<file path="config.mk">
export PLATFORM = sky130hd
export DESIGN_NAME = uart_rx_8n1_flat
export DESIGN_NICKNAME = d
export VERILOG_FILES = /design/src/rtl/uart_pkg.sv /design/src/rtl/uart_rx_8n1_if.sv /design/src/rtl/uart_rx_8n1_sync2.sv /design/src/rtl/uart_rx_8n1.sv /design/src/flat_wrapper.sv
export SDC_FILE = /design/constraint.sdc
export NUM_CORES = 1
export LEC_CHECK = 0
export CORE_MARGIN = 2
export CORE_UTILIZATION = 35
export DETAILED_ROUTE_END_ITERATION = 10
export DONT_BUFFER_PORTS = 1
export GPL_ROUTABILITY_DRIVEN = 0
export MAX_ROUTING_LAYER = met4
export SYNTH_ARGS = -nofsm -noshare
export SYNTH_HDL_FRONTEND = slang
export SYNTH_SLANG_ARGS = --single-unit
export TNS_END_PERCENT = 5
</file>
<file path="constraint.sdc">
create_clock -name clk -period 5.4 [get_ports clk]
set_input_delay 1.08 -clock clk [delete_from_list [all_inputs] [get_ports clk]]
set_output_delay 1.08 -clock clk [all_outputs]
set_load 0.02 [all_outputs]
</file>
<file path="src/rtl/uart_pkg.sv">
// Shared definitions for the 8N1 serial link (receiver and transmitter).
package uart_pkg;

    localparam int unsigned UART_DATA_BITS = 8;
    localparam int unsigned UART_STOP_BITS = 1;

    typedef enum logic [2:0] {
        RX_IDLE,
        RX_START,
        RX_DATA,
        RX_STOP,
        RX_WAIT_HIGH
    } uart_rx_state_t;

endpackage

</file>
<file path="src/rtl/uart_rx_8n1_if.sv">
// Byte-stream side of the 8N1 receiver: one-entry buffer handshake plus error pulses.
interface uart_rx_8n1_if;

    logic [7:0] rxbyte;
    logic       rxvalid;
    logic       rxready;
    logic       framing_err;
    logic       overrun;

    modport master (
        output rxbyte,
        output rxvalid,
        output framing_err,
        output overrun,
        input  rxready
    );

    modport slave (
        input  rxbyte,
        input  rxvalid,
        input  framing_err,
        input  overrun,
        output rxready
    );

endinterface

</file>
<file path="src/rtl/uart_rx_8n1_sync2.sv">
// Two-flop synchroniser; both flops reset to RESET_VAL.
module sync2 #(
    parameter logic RESET_VAL = 1'b1
) (
    input  logic clk,
    input  logic reset,
    input  logic d,
    output logic q
);

    logic s1;

    // Shift the asynchronous input through two flops.
    always_ff @(posedge clk or posedge reset) begin
        if (reset) begin
            s1 <= RESET_VAL;
            q  <= RESET_VAL;
        end else begin
            s1 <= d;
            q  <= s1;
        end
    end

endmodule

</file>
<file path="src/rtl/uart_rx_8n1.sv">
// 8N1 serial receiver with a one-entry valid/ready output buffer,
// framing-error and overrun pulses.
module uart_rx_8n1
    import uart_pkg::*;
#(
    parameter int unsigned CLKS_PER_BIT = 1
) (
    input  logic          clk,
    input  logic          reset,
    input  logic          rx,
    uart_rx_8n1_if.master rx_if
);

    localparam int unsigned HALF = (CLKS_PER_BIT - 1) / 2;
    localparam int unsigned CW   = $clog2(CLKS_PER_BIT) + 1;
    localparam int unsigned IW   = $clog2(UART_DATA_BITS);

    localparam logic [CW-1:0] CNT_HALF = CW'(HALF);
    localparam logic [CW-1:0] CNT_LAST = CW'(CLKS_PER_BIT - 1);
    localparam logic [IW-1:0] IDX_LAST = IW'(UART_DATA_BITS - 1);

    logic                      s2;
    uart_rx_state_t            state_q, state_d;
    logic [CW-1:0]             cnt_q, cnt_d;
    logic [IW-1:0]             idx_q, idx_d;
    logic [UART_DATA_BITS-1:0] shreg_q, shreg_d;
    logic [7:0]                rxbyte_q, rxbyte_d;
    logic                      rxvalid_q, rxvalid_d;
    logic                      ferr_q, ferr_d;
    logic                      ovr_q, ovr_d;
    logic                      deliver;
    logic                      frame_bad;

    sync2 #(.RESET_VAL(1'b1)) u_sync (
        .clk   (clk),
        .reset (reset),
        .d     (rx),
        .q     (s2)
    );

    // State, bit timer, bit index and shift register.
    always_ff @(posedge clk or posedge reset) begin
        if (reset) begin
            state_q <= RX_IDLE;
            cnt_q   <= '0;
            idx_q   <= '0;
            shreg_q <= '0;
        end else begin
            state_q <= state_d;
            cnt_q   <= cnt_d;
            idx_q   <= idx_d;
            shreg_q <= shreg_d;
        end
    end

    // Frame sequencing: start-bit check, data sampling, stop-bit check.
    always_comb begin
        state_d   = state_q;
        cnt_d     = cnt_q;
        idx_d     = idx_q;
        shreg_d   = shreg_q;
        deliver   = 1'b0;
        frame_bad = 1'b0;
        case (state_q)
            RX_IDLE: begin
                if (!s2) begin
                    if (HALF == 0) begin
                        state_d = RX_DATA;
                        cnt_d   = '0;
                        idx_d   = '0;
                    end else begin
                        // The edge that sees the falling start bit is already
                        // the first of the half-bit wait, so count from 1.
                        state_d = RX_START;
                        cnt_d   = CW'(1);
                    end
                end
            end
            RX_START: begin
                if (cnt_q == CNT_HALF) begin
                    if (!s2) begin
                        state_d = RX_DATA;
                        cnt_d   = '0;
                        idx_d   = '0;
                    end else begin
                        state_d = RX_IDLE;
                    end
                end else begin
                    cnt_d = cnt_q + CW'(1);
                end
            end
            RX_DATA: begin
                if (cnt_q == CNT_LAST) begin
                    shreg_d[idx_q] = s2;
                    cnt_d          = '0;
                    if (idx_q == IDX_LAST) begin
                        state_d = RX_STOP;
                    end else begin
                        idx_d = idx_q + IW'(1);
                    end
                end else begin
                    cnt_d = cnt_q + CW'(1);
                end
            end
            RX_STOP: begin
                if (cnt_q == CNT_LAST) begin
                    cnt_d = '0;
                    if (s2) begin
                        state_d = RX_IDLE;
                        deliver = 1'b1;
                    end else begin
                        state_d   = RX_WAIT_HIGH;
                        frame_bad = 1'b1;
                    end
                end else begin
                    cnt_d = cnt_q + CW'(1);
                end
            end
            RX_WAIT_HIGH: begin
                if (s2) begin
                    state_d = RX_IDLE;
                end
            end
            default: state_d = RX_IDLE;
        endcase
    end

    // Output buffer: drain on handshake, load on delivery (drain and load may coincide).
    always_comb begin
        rxbyte_d  = rxbyte_q;
        rxvalid_d = rxvalid_q;
        ferr_d    = frame_bad;
        ovr_d     = 1'b0;
        if (rxvalid_q && rx_if.rxready) begin
            rxvalid_d = 1'b0;
        end
        if (deliver) begin
            if (!rxvalid_q || rx_if.rxready) begin
                rxbyte_d  = shreg_q;
                rxvalid_d = 1'b1;
            end else begin
                ovr_d = 1'b1;
            end
        end
    end

    // Registered outputs; no combinational path from rxready to rxvalid.
    always_ff @(posedge clk or posedge reset) begin
        if (reset) begin
            rxbyte_q  <= '0;
            rxvalid_q <= 1'b0;
            ferr_q    <= 1'b0;
            ovr_q     <= 1'b0;
        end else begin
            rxbyte_q  <= rxbyte_d;
            rxvalid_q <= rxvalid_d;
            ferr_q    <= ferr_d;
            ovr_q     <= ovr_d;
        end
    end

    assign rx_if.rxbyte      = rxbyte_q;
    assign rx_if.rxvalid     = rxvalid_q;
    assign rx_if.framing_err = ferr_q;
    assign rx_if.overrun     = ovr_q;

endmodule
</file>
<file path="src/flat_wrapper.sv">
// flat-port wrapper written by rule: the top's interface ports become plain ports
module uart_rx_8n1_flat import uart_pkg::*;
#(
    parameter int unsigned CLKS_PER_BIT = 1
)
  (clk, reset, rx, rx_if_rxbyte, rx_if_rxvalid, rx_if_framing_err, rx_if_overrun, rx_if_rxready);
  uart_rx_8n1_if rx_if_i ();
  input  logic clk;
  input  logic reset;
  input  logic rx;
  output wire logic [$bits(rx_if_i.rxbyte)-1:0] rx_if_rxbyte;
  output wire logic [$bits(rx_if_i.rxvalid)-1:0] rx_if_rxvalid;
  output wire logic [$bits(rx_if_i.framing_err)-1:0] rx_if_framing_err;
  output wire logic [$bits(rx_if_i.overrun)-1:0] rx_if_overrun;
  input wire logic [$bits(rx_if_i.rxready)-1:0] rx_if_rxready;
  assign rx_if_rxbyte = rx_if_i.rxbyte;
  assign rx_if_rxvalid = rx_if_i.rxvalid;
  assign rx_if_framing_err = rx_if_i.framing_err;
  assign rx_if_overrun = rx_if_i.overrun;
  assign rx_if_i.rxready = rx_if_rxready;
  uart_rx_8n1 #(.CLKS_PER_BIT(CLKS_PER_BIT)) u_core (.clk(clk), .reset(reset), .rx(rx), .rx_if(rx_if_i));
endmodule
</file>
# == Word-level counts from Yosys, hierarchy flattened ==
# Cells that the tools add are included.
# word_totals
output_inout_bits,11
input_bits,4
regBits,28
# op_classes
magnitude_cmp,2
muxes,31
bitwise,1
n_reduce_logical,13
n_addsub,2
eq_ne,12
# op_table
operator,n
$mux W3,11
$pmux W3 S5,1
$mux W1,14
$ne A2 B2 Y1 const B,6
$pmux W3 S3,1
$bwmux W8,1
$eq A3 B2 Y1 const B,2
$eq A3 B3 Y1 const B,2
$reduce_and A2 Y1,3
$reduce_and A6 Y1,1
$lt A3 B4 Y1 const B,1
$reduce_and A4 Y1,1
$add A3 B1 Y3 const B,1
$demux W1 S3,1
$eq A3 B1 Y1 const B,1
$ge A3 B1 Y1 const B,1
$logic_not A3 Y1,1
$reduce_bool A3 Y1,1
$reduce_or A3 Y1,1
$logic_and A1 B1 Y1,2
$mux W2,1
$ne A2 B1 Y1 const B,1
$pmux W1 S2,1
$reduce_bool A2 Y1,1
4 further kinds,4

# == Depth between registers and ports, before layout ==
# Gate-level depths: netlist of run 1.
# depth
depth_word,5
depth_mapped,5
depth_no_buf,5

# == Hierarchy ==
# A second synthesis of run 1 with hierarchy kept.
# hier_totals
hier_cells,86
hier_area_um2,1194.9
# modules_own_cells
module,area_each_um2,seq_area_each_um2,cells_per_inst,n_inst
uart_rx_8n1,1138.6,625.6,83,1
sync2,56.3,52.6,3,1

# == Least setup slack after synthesis of run 1 ==
# Ideal clock, no wire load.
# synth_timing
kind,input -> register
from,input port rx_if_rxready
to,"register u_core.rxbyte_q[0], in the netlist u_core.rx_if.rxbyte[0]"
arrival_ns,1.822
cell_stages,4
required_time_ns,5.275
slack_ns,3.454
path_cell_list,nand2b_1 nor2b_1 buf_2 mux2_2
# synth_via
elab_chain_len,2
# synth_rtl
element,line_no,source
from (decl),flat_wrapper.sv:15,input wire logic [$bits(rx_if_i.rxready)-1:0] rx_if_rxready;
$logic_or A1 B1 Y1,uart_rx_8n1.sv:138,if (!rxvalid_q || rx_if.rxready) begin
$reduce_and A2 Y1 (no line),n/a,
to (signal assigned),uart_rx_8n1.sv:155,rxbyte_q <= rxbyte_d;
to (decl),uart_rx_8n1.sv:27,"logic [7:0] rxbyte_q, rxbyte_d;"
# Every way passes these cells.
# A chain may end at the register's enable or synchronous reset.

# == Worst setup path after layout of run 1 ==
# layout_timing
from,register u_core.idx_q[1]
to,register u_core.idx_q[0]
# layout_via
elab_chain_len,3
# layout_rtl
element,line_no,source
from (decl),uart_rx_8n1.sv:25,"logic [IW-1:0] idx_q, idx_d;"
from (signal assigned),uart_rx_8n1.sv:51,idx_q <= idx_d;
$eq A3 B3 Y1,uart_rx_8n1.sv:96,if (idx_q == IDX_LAST) begin
$ne A2 B2 Y1 (no line),n/a,
$reduce_and A4 Y1 (no line),n/a,
# Every way passes these cells.

==> results of run 1 <==
[worst max-delay path by stage]
stage	startpoint	endpoint	slack (ns)	cells past startpoint
2_1_floorplan	rx_if_rxready	u_core.rx_if.rxbyte[0]	3.45	4
3_3_place_gp	rx_if_rxready	u_core.rx_if.rxbyte[7]	3.06	3
3_5_place_dp	rx_if_rxready	u_core.rx_if.rxbyte[7]	3.04	3
4_1_cts	u_core.u_sync.q	u_core.rx_if.rxbyte[1]	3.35	3
5_1_grt	u_core.u_sync.q	u_core.rx_if.rxbyte[1]	3.27	3
6_report	u_core.idx_q[1]	u_core.idx_q[0]	3.39	5
[cell usage in the layout (no fill, tap or decap)]
master | Yosys | routed
sky130_fd_sc_hd__dfrtp_1 | 25 | 25
sky130_fd_sc_hd__mux2_2 | 16 | 16
sky130_fd_sc_hd__nand2_1 | 10 | 10
sky130_fd_sc_hd__nor2_1 | 4 | 4
sky130_fd_sc_hd__inv_1 | 3 | 3
sky130_fd_sc_hd__nor2b_1 | 3 | 3
sky130_fd_sc_hd__clkbuf_4 | 0 | 3
sky130_fd_sc_hd__mux2i_1 | 2 | 2
sky130_fd_sc_hd__nand3_1 | 2 | 2
sky130_fd_sc_hd__ha_1 | 2 | 2
sky130_fd_sc_hd__dfstp_2 | 2 | 2
sky130_fd_sc_hd__nor3b_1 | 1 | 1
sky130_fd_sc_hd__or4b_1 | 1 | 1
sky130_fd_sc_hd__o31ai_2 | 1 | 1
sky130_fd_sc_hd__nand4b_1 | 1 | 1
sky130_fd_sc_hd__nand2b_1 | 1 | 1
sky130_fd_sc_hd__nor4b_4 | 1 | 1
sky130_fd_sc_hd__and4bb_2 | 1 | 1
sky130_fd_sc_hd__mux2_4 | 1 | 1
sky130_fd_sc_hd__nand3b_1 | 1 | 1
sky130_fd_sc_hd__and2_1 | 1 | 1
sky130_fd_sc_hd__and2b_1 | 1 | 1
sky130_fd_sc_hd__a211oi_1 | 1 | 1
sky130_fd_sc_hd__a21oi_1 | 1 | 1
sky130_fd_sc_hd__clkinvlp_4 | 0 | 1
[power groups by stage]
stage | combinational [uW] | clock (uW) | sequential (uW)
6_report | 216 | 87.8 | 387
5_1_grt | 244 | 107 | 401
4_1_cts | 222 | 92.9 | 388
3_5_place_dp | 222 | 0 | 393
3_3_place_gp | 213 | 0 | 389
2_1_floorplan | 205 | 0 | 366
[sequential cells by signal, summed over array words and instances, names as in the netlist]
signal and flops:
u_core.idx_q 3, u_core.shreg_q 8, u_core.u_sync.q 1, u_core.rx_if.framing_err 1, u_core.u_sync.s1 1, u_core.rx_if.rxvalid 1, u_core.rx_if.overrun 1, u_core.state_q 3
u_core.rx_if.rxbyte 8
[area by class of cell]
cell class | instances | area [um2]
fillers | 315 | 1890
multi-input cells | 52 | 437
flip-flops and latches | 27 | 678
clock inverters | 1 | 7.51
inverters | 3 | 11.3
well taps | 44 | 55.1
clock buffers | 3 | 22.5
[through the flow]
stage	area, um2	power (uW)	std cells	hold WS, ns
6_report	1210	691	130	0.367
5_1_grt	1210	752	130	0.377
4_1_cts	1210	703	130	0.367
3_5_place_dp	1180	615	126	0.347
3_3_place_gp	1180	602	126	0.346
2_1_floorplan	1150	571	86	0.345
[per-layer routing]
layer	GRT usage [%]	vias up	share of wire, %
li1	-	297	-
met1	13.6	289	51
met2	16.1	11	44
met3	2.52	2	3.4
met4	5.47	0	1.6
met5	-	-	0
[cell families after synthesis]
group           Yosys count
buf+inv                   7
simple gates             28
fa+ha+maj                 2
compound gates            3
flops                    27
mux                      19
[worst reg2reg max path, cell delays in order (launching register included)]
cell and delay, ns:
sky130_fd_sc_hd__dfrtp_1 0.47, sky130_fd_sc_hd__ha_1 0.21, sky130_fd_sc_hd__ha_1 0.21, sky130_fd_sc_hd__or4b_1 0.54, sky130_fd_sc_hd__o31ai_2 0.14, sky130_fd_sc_hd__mux2_4 0.33
==> results.py, run 1 <==
metrics = {
    "logic_synthesis": {
        "portion_of_netlist_area_occupied_by_mux_cells_pct": 18.7,
        "synth.yosys.seq_area_share_pct": 58.9,
        "synth_top_family_by_area": "multiplexers",
        "synth_top_flop_cell": "sky130_fd_sc_hd__dfrtp_1",
        "postSynthCellCount": 86,
        "yosysTopAreaCellShare_pct": 54.3,
        "syn-num-nets": 92,
        "synthesized_flop_and_latch_total": 27,
        "synth-async-reset-ratio_pct": 100,
        "most_repeated_cell_in_the_gate_level_netlist_after_synthesis": "sky130_fd_sc_hd__dfrtp_1",
        "post_synth_and_or_nand_nor_area_fraction_pct": 14.9,
        "syn_avg_cell_area_um2": 13.4,
        "synth_compound_area_share_pct": 2.17,
        "yosys.area_share.xor_xnor_pct": 0,
        "synth_cell_types": 26,
        "netlist_area_um2": 1150,
        "synth-adder-area-share_pct": 2.17,
        "synth_top_cells_by_count": "sky130_fd_sc_hd__dfrtp_1, sky130_fd_sc_hd__mux2_2, sky130_fd_sc_hd__nand2_1, sky130_fd_sc_hd__nor2_1",
        "synth_top_cell_by_area": "sky130_fd_sc_hd__dfrtp_1",
        "synth_area_leaders": "sky130_fd_sc_hd__dfrtp_1, sky130_fd_sc_hd__mux2_2, sky130_fd_sc_hd__dfstp_2, sky130_fd_sc_hd__nand2_1, sky130_fd_sc_hd__ha_1",
        "ys_warn_count": 0,
        "synth_edf_count": 0,
    },
    "routing": {
        "totalWireLength_mm": 1.65,
        "dr.first_iter.drc_count": 25,
        "number_of_vias_per_cell": 4.61,
        "drt_pre_antenna_iters": 2,
        "remaining_drc_errors": 0,
        "detail-route-antenna-nets": 0,
        "drt-wirelength-per-cell_um": 12.7,
        "via_count": 599,
    },
    "sta": {
        "final_min_period_over_clock_period_pct": 37.1,
        "timing.final.setup_violations": 0,
        "worst_slack_ns": 3.39,
        "setup_tns_ns": 0,
        "rsz_0062_raised_after_global_routing": "false",
        "report.final.hold_viol_count": 0,
        "timing.slew.headroom_pct": 31.9,
        "timing_limited_maximum_frequency_ghz": 0.499,
        "finalClockSkew_ns": 0.00751,
        "maxSlewViolCount": 0,
        "finalWorstPathRequiredPeriod_ns": 2.01,
        "slew_at_the_pin_closest_to_its_max_slew_limit_ns": 1.02,
    },
    "setup_path": {
        "timing.critical_path.buf_inv": 0,
        "slowest_stage": "sky130_fd_sc_hd__or4b_1",
        "startpoint_type": "flip-flop",
        "timing.critical_path.max_delay_family": "simple AND/OR/NAND/NOR gates",
        "r2r_start": "u_core.idx_q[1]",
        "cpMostUsedCell": "sky130_fd_sc_hd__ha_1",
        "critical_path.endpoint_type": "flip-flop",
        "crit_required_ns": 5.62,
        "timing.critical_path.slowest_cell_delay_ns": 0.54,
        "reg2regPathDepth": 5,
        "crit_path_cell_trace": "ha_1 > ha_1 > or4b_1 > o31ai_2 > mux2_4",
        "cp.arrival_ns": 2.22,
        "r2r_end": "u_core.idx_q[0]",
        "reg2reg_slack_ns": 3.39,
        "cp_class": "reg2reg",
        "cp_max_fo": 7,
    },
    "floorplan": {
        "floorplan.die.width_um": 61.4,
        "floorplan.core_area_um2": 3100,
        "initial_utilization_pct": 37.1,
        "placement_rows": 20,
        "die_h_um": 61.4,
        "top_level_ports": 15,
        "die_area_um2": 3760,
    },
    "grt": {
        "antenna_found_initial": 0,
        "vias_in_the_first_global_route": 618,
        "global_route.usage.total_pct": 10.8,
        "grt_start_max_net_pins": 28,
        "grt_pass1_wl_mm": 2.83,
        "gr-total-overflow": 0,
    },
    "place": {
        "port_buffers": 0,
        "dp_hpwl_mm": 1.15,
        "pre_cts_ws_ns": 3.04,
    },
    "clocking": {
        "insertion_delay_to_the_later_sink_of_the_worst_skew_pair_ns": 0.32,
        "cts-root-buf": "sky130_fd_sc_hd__clkbuf_4",
        "post-cts-setup-buffers": 0,
        "postCtsResizedCells": 0,
        "tritoncts.num_buffers": 3,
        "tritoncts": "built",
        "cts-hold-fix-buffers": 0,
        "cts-htree-levels": 1,
        "cts.sink_count": 27,
        "clk_pin_slew_ns": 0.14,
        "cts_buffer_depth": 2,
    },
    "power": {
        "irDropWorstVdd_mv": 0.139,
        "p_comb_share_pct": 31.3,
        "pwr-share-seq_pct": 56.0,
        "cell_internal_pwr_uw": 442,
        "power_per_cell_area_nw_per_um2": 570,
        "power.switching_uw": 248,
        "power_frac_clock_pct": 12.7,
        "swShare_pct": 36.0,
        "static-leakage-power_uw": 0.000546,
    },
    "final_layout": {
        "area_growth_syn_to_layout_pct": 5.22,
        "layout.core_utilization_pct": 39.0,
        "layout-drive-gt1-share_pct": 30.2,
        "layout.nets": 93,
        "antenna_cells_inserted": 0,
    },
    "status": {
        "outcome": "finished clean",
    },
    "min_path": {
        "min-delay-path-class": "reg2reg",
        "hold_path_end": "u_core.u_sync.q",
        "hold_path.startpoint": "u_core.u_sync.s1",
        "hold_path_depth": 0,
    },
    "job": {
        "max_cap_violations": 0,
    },
}
Note: power is estimated with default switching activity, not from simulation.
==> inputs of run 2 (changes only) <==
clock period = 1.9 ns   (was 5.4 ns; I/O delays follow)
==> results.py, run 2 (same netlist as run 1, synthesis figures left out) <==
metrics = {
    "grt": {
        "global_route.usage.total_pct": 12.0,
        "vias_in_the_first_global_route": 675,
        "grt_start_max_net_pins": 28,
        "grt_pass1_wl_mm": 3.17,
        "antenna_found_initial": 0,
        "gr-total-overflow": 0,
    },
    "sta": {
        "slew_at_the_pin_closest_to_its_max_slew_limit_ns": 0.380,
        "timing_limited_maximum_frequency_ghz": 0.539,
        "report.final.hold_viol_count": 0,
        "worst_slack_ns": 0.0435,
        "finalWorstPathRequiredPeriod_ns": 1.86,
        "timing.slew.headroom_pct": 74.7,
        "timing.final.setup_violations": 0,
        "final_min_period_over_clock_period_pct": 97.7,
        "setup_tns_ns": 0,
        "finalClockSkew_ns": 0.00728,
        "maxSlewViolCount": 0,
    },
    "min_path": {
        "min-delay-path-class": "in2reg",
    },
    "routing": {
        "drt-wirelength-per-cell_um": 13.2,
        "via_count": 673,
        "remaining_drc_errors": 0,
        "number_of_vias_per_cell": 4.81,
        "drt_pre_antenna_iters": 4,
        "totalWireLength_mm": 1.84,
        "dr.first_iter.drc_count": 26,
        "detail-route-antenna-nets": 0,
    },
    "final_layout": {
        "layout_common_cells": "sky130_fd_sc_hd__dfrtp_1, sky130_fd_sc_hd__mux2_2, sky130_fd_sc_hd__nand2_1",
        "area_growth_syn_to_layout_pct": 13.8,
        "layout-drive-gt1-share_pct": 37.5,
        "antenna_cells_inserted": 0,
        "layout_commonest_cell": "sky130_fd_sc_hd__dfrtp_1",
        "layout.nets": 103,
    },
    "clocking": {
        "cts-htree-levels": 1,
        "tritoncts": "built",
        "cts.sink_count": 27,
        "cts_buffer_depth": 2,
        "insertion_delay_to_the_later_sink_of_the_worst_skew_pair_ns": 0.34,
        "cts-root-buf": "sky130_fd_sc_hd__clkbuf_4",
        "clk_pin_slew_ns": 0.15,
        "tritoncts.num_buffers": 3,
    },
    "place": {
        "port_buffers": 0,
        "dp_hpwl_mm": 1.24,
        "pre_cts_ws_ns": 0.0292,
    },
    "setup_path": {
        "slowest_stage": "sky130_fd_sc_hd__or4b_4",
        "crit_path_cell_trace": "ha_2 > ha_1 > or4b_4 > o31ai_4 > mux2_4",
        "crit_required_ns": 2.14,
        "startpoint_type": "flip-flop",
        "cp_class": "reg2reg",
        "timing.critical_path.slowest_cell_delay_ns": 0.53,
        "cp_max_fo": 2,
        "cp.arrival_ns": 2.09,
        "critical_path.endpoint_type": "flip-flop",
    },
    "job": {
        "max_cap_violations": 0,
    },
    "floorplan": {
        "floorplan.core_area_um2": 3100,
        "top_level_ports": 15,
        "placement_rows": 20,
        "die_area_um2": 3760,
        "die_h_um": 61.4,
        "initial_utilization_pct": 37.1,
        "floorplan.die.width_um": 61.4,
    },
    "power": {
        "static-leakage-power_uw": 0.000594,
        "irDropWorstVdd_mv": 0.390,
        "power_per_cell_area_nw_per_um2": 1630,
    },
    "status": {
        "outcome": "finished clean",
    },
}
[run 2: final timing paths]
path                       cells after the start  slack, ns              from                     end
max                                            5       0.04   u_core.idx_q[1]         u_core.idx_q[0]
min                                            2       0.24     rx_if_rxready    u_core.rx_if.overrun
max reg2reg                                    5       0.04   u_core.idx_q[1]         u_core.idx_q[0]
min reg2reg                                    0       0.37  u_core.u_sync.s1         u_core.u_sync.q
max in group asynchronous                      3       1.08             reset        u_core.u_sync.s1
min in group asynchronous                      3       0.52             reset  u_core.rx_if.rxbyte[4]
[run 2: through the flow]
| stage | util, % | hold slack [ns] | instance area [um2] | instances | total power, uW |
|---|---|---|---|---|---|
| after global routing | 42.2 | 0.229 | 1310 | 140 | 2310 |
| after floorplan | - | 0.345 | 1150 | 86 | 1620 |
| after detailed placement | 39.5 | 0.348 | 1230 | 132 | 1820 |
| after CTS | 40.8 | 0.0124 | 1270 | 137 | 2080 |
| after global placement | 39.5 | 0.348 | 1230 | 132 | 1780 |
| final | 42.2 | 0.236 | 1310 | 140 | 2140 |
[run 2: area by class of cell]
cell class / instances / area (um2)
Inverter: 3 / 11.3
Timing Repair Buffer: 10 / 83.8
Fill cell: 301 / 1790
Sequential cell: 27 / 678
Multi-Input combinational cell: 52 / 452
Clock inverter: 1 / 7.51
Tap cell: 44 / 55.1
Clock buffer: 3 / 22.5
[run 2: metal layers]
metal  up-vias  share of wire, %  global-route usage, %
met5         -                 0                      -
met4         0               3.0                   7.29
met3         5               3.3                   2.73
met2        13                47                   17.2
met1       341                47                   15.2
li1        314                 -                      -
[run 2: where the power goes]
group / leakage [uW] / internal, uW / total [uW] / switching [uW]
Clock: 0.0000139 / 80.8 / 262 / 181
Combinational: 0.000250 / 489 / 790 / 301
Sequential: 0.000329 / 803 / 1080 / 282
[run 2: worst max-delay path: cells and delay by family (launching register included)]
| family | cells | cell delay (ns) |
|---|---|---|
| adders and majority gates | 2 | 0.39 |
| and+or+nand+nor | 1 | 0.53 |
| AOI/OAI and AO/OA | 1 | 0.09 |
| DFF | 1 | 0.43 |
| muxes | 1 | 0.32 |
[run 2: repair_timing]
item | in CTS | in global routing
hold endpoints to repair | 25 | 1
buffers inserted | 0 | 2
setup endpoints to repair | 0 | 3
resized for setup | 0 | 4
hold buffers | 1 | 1
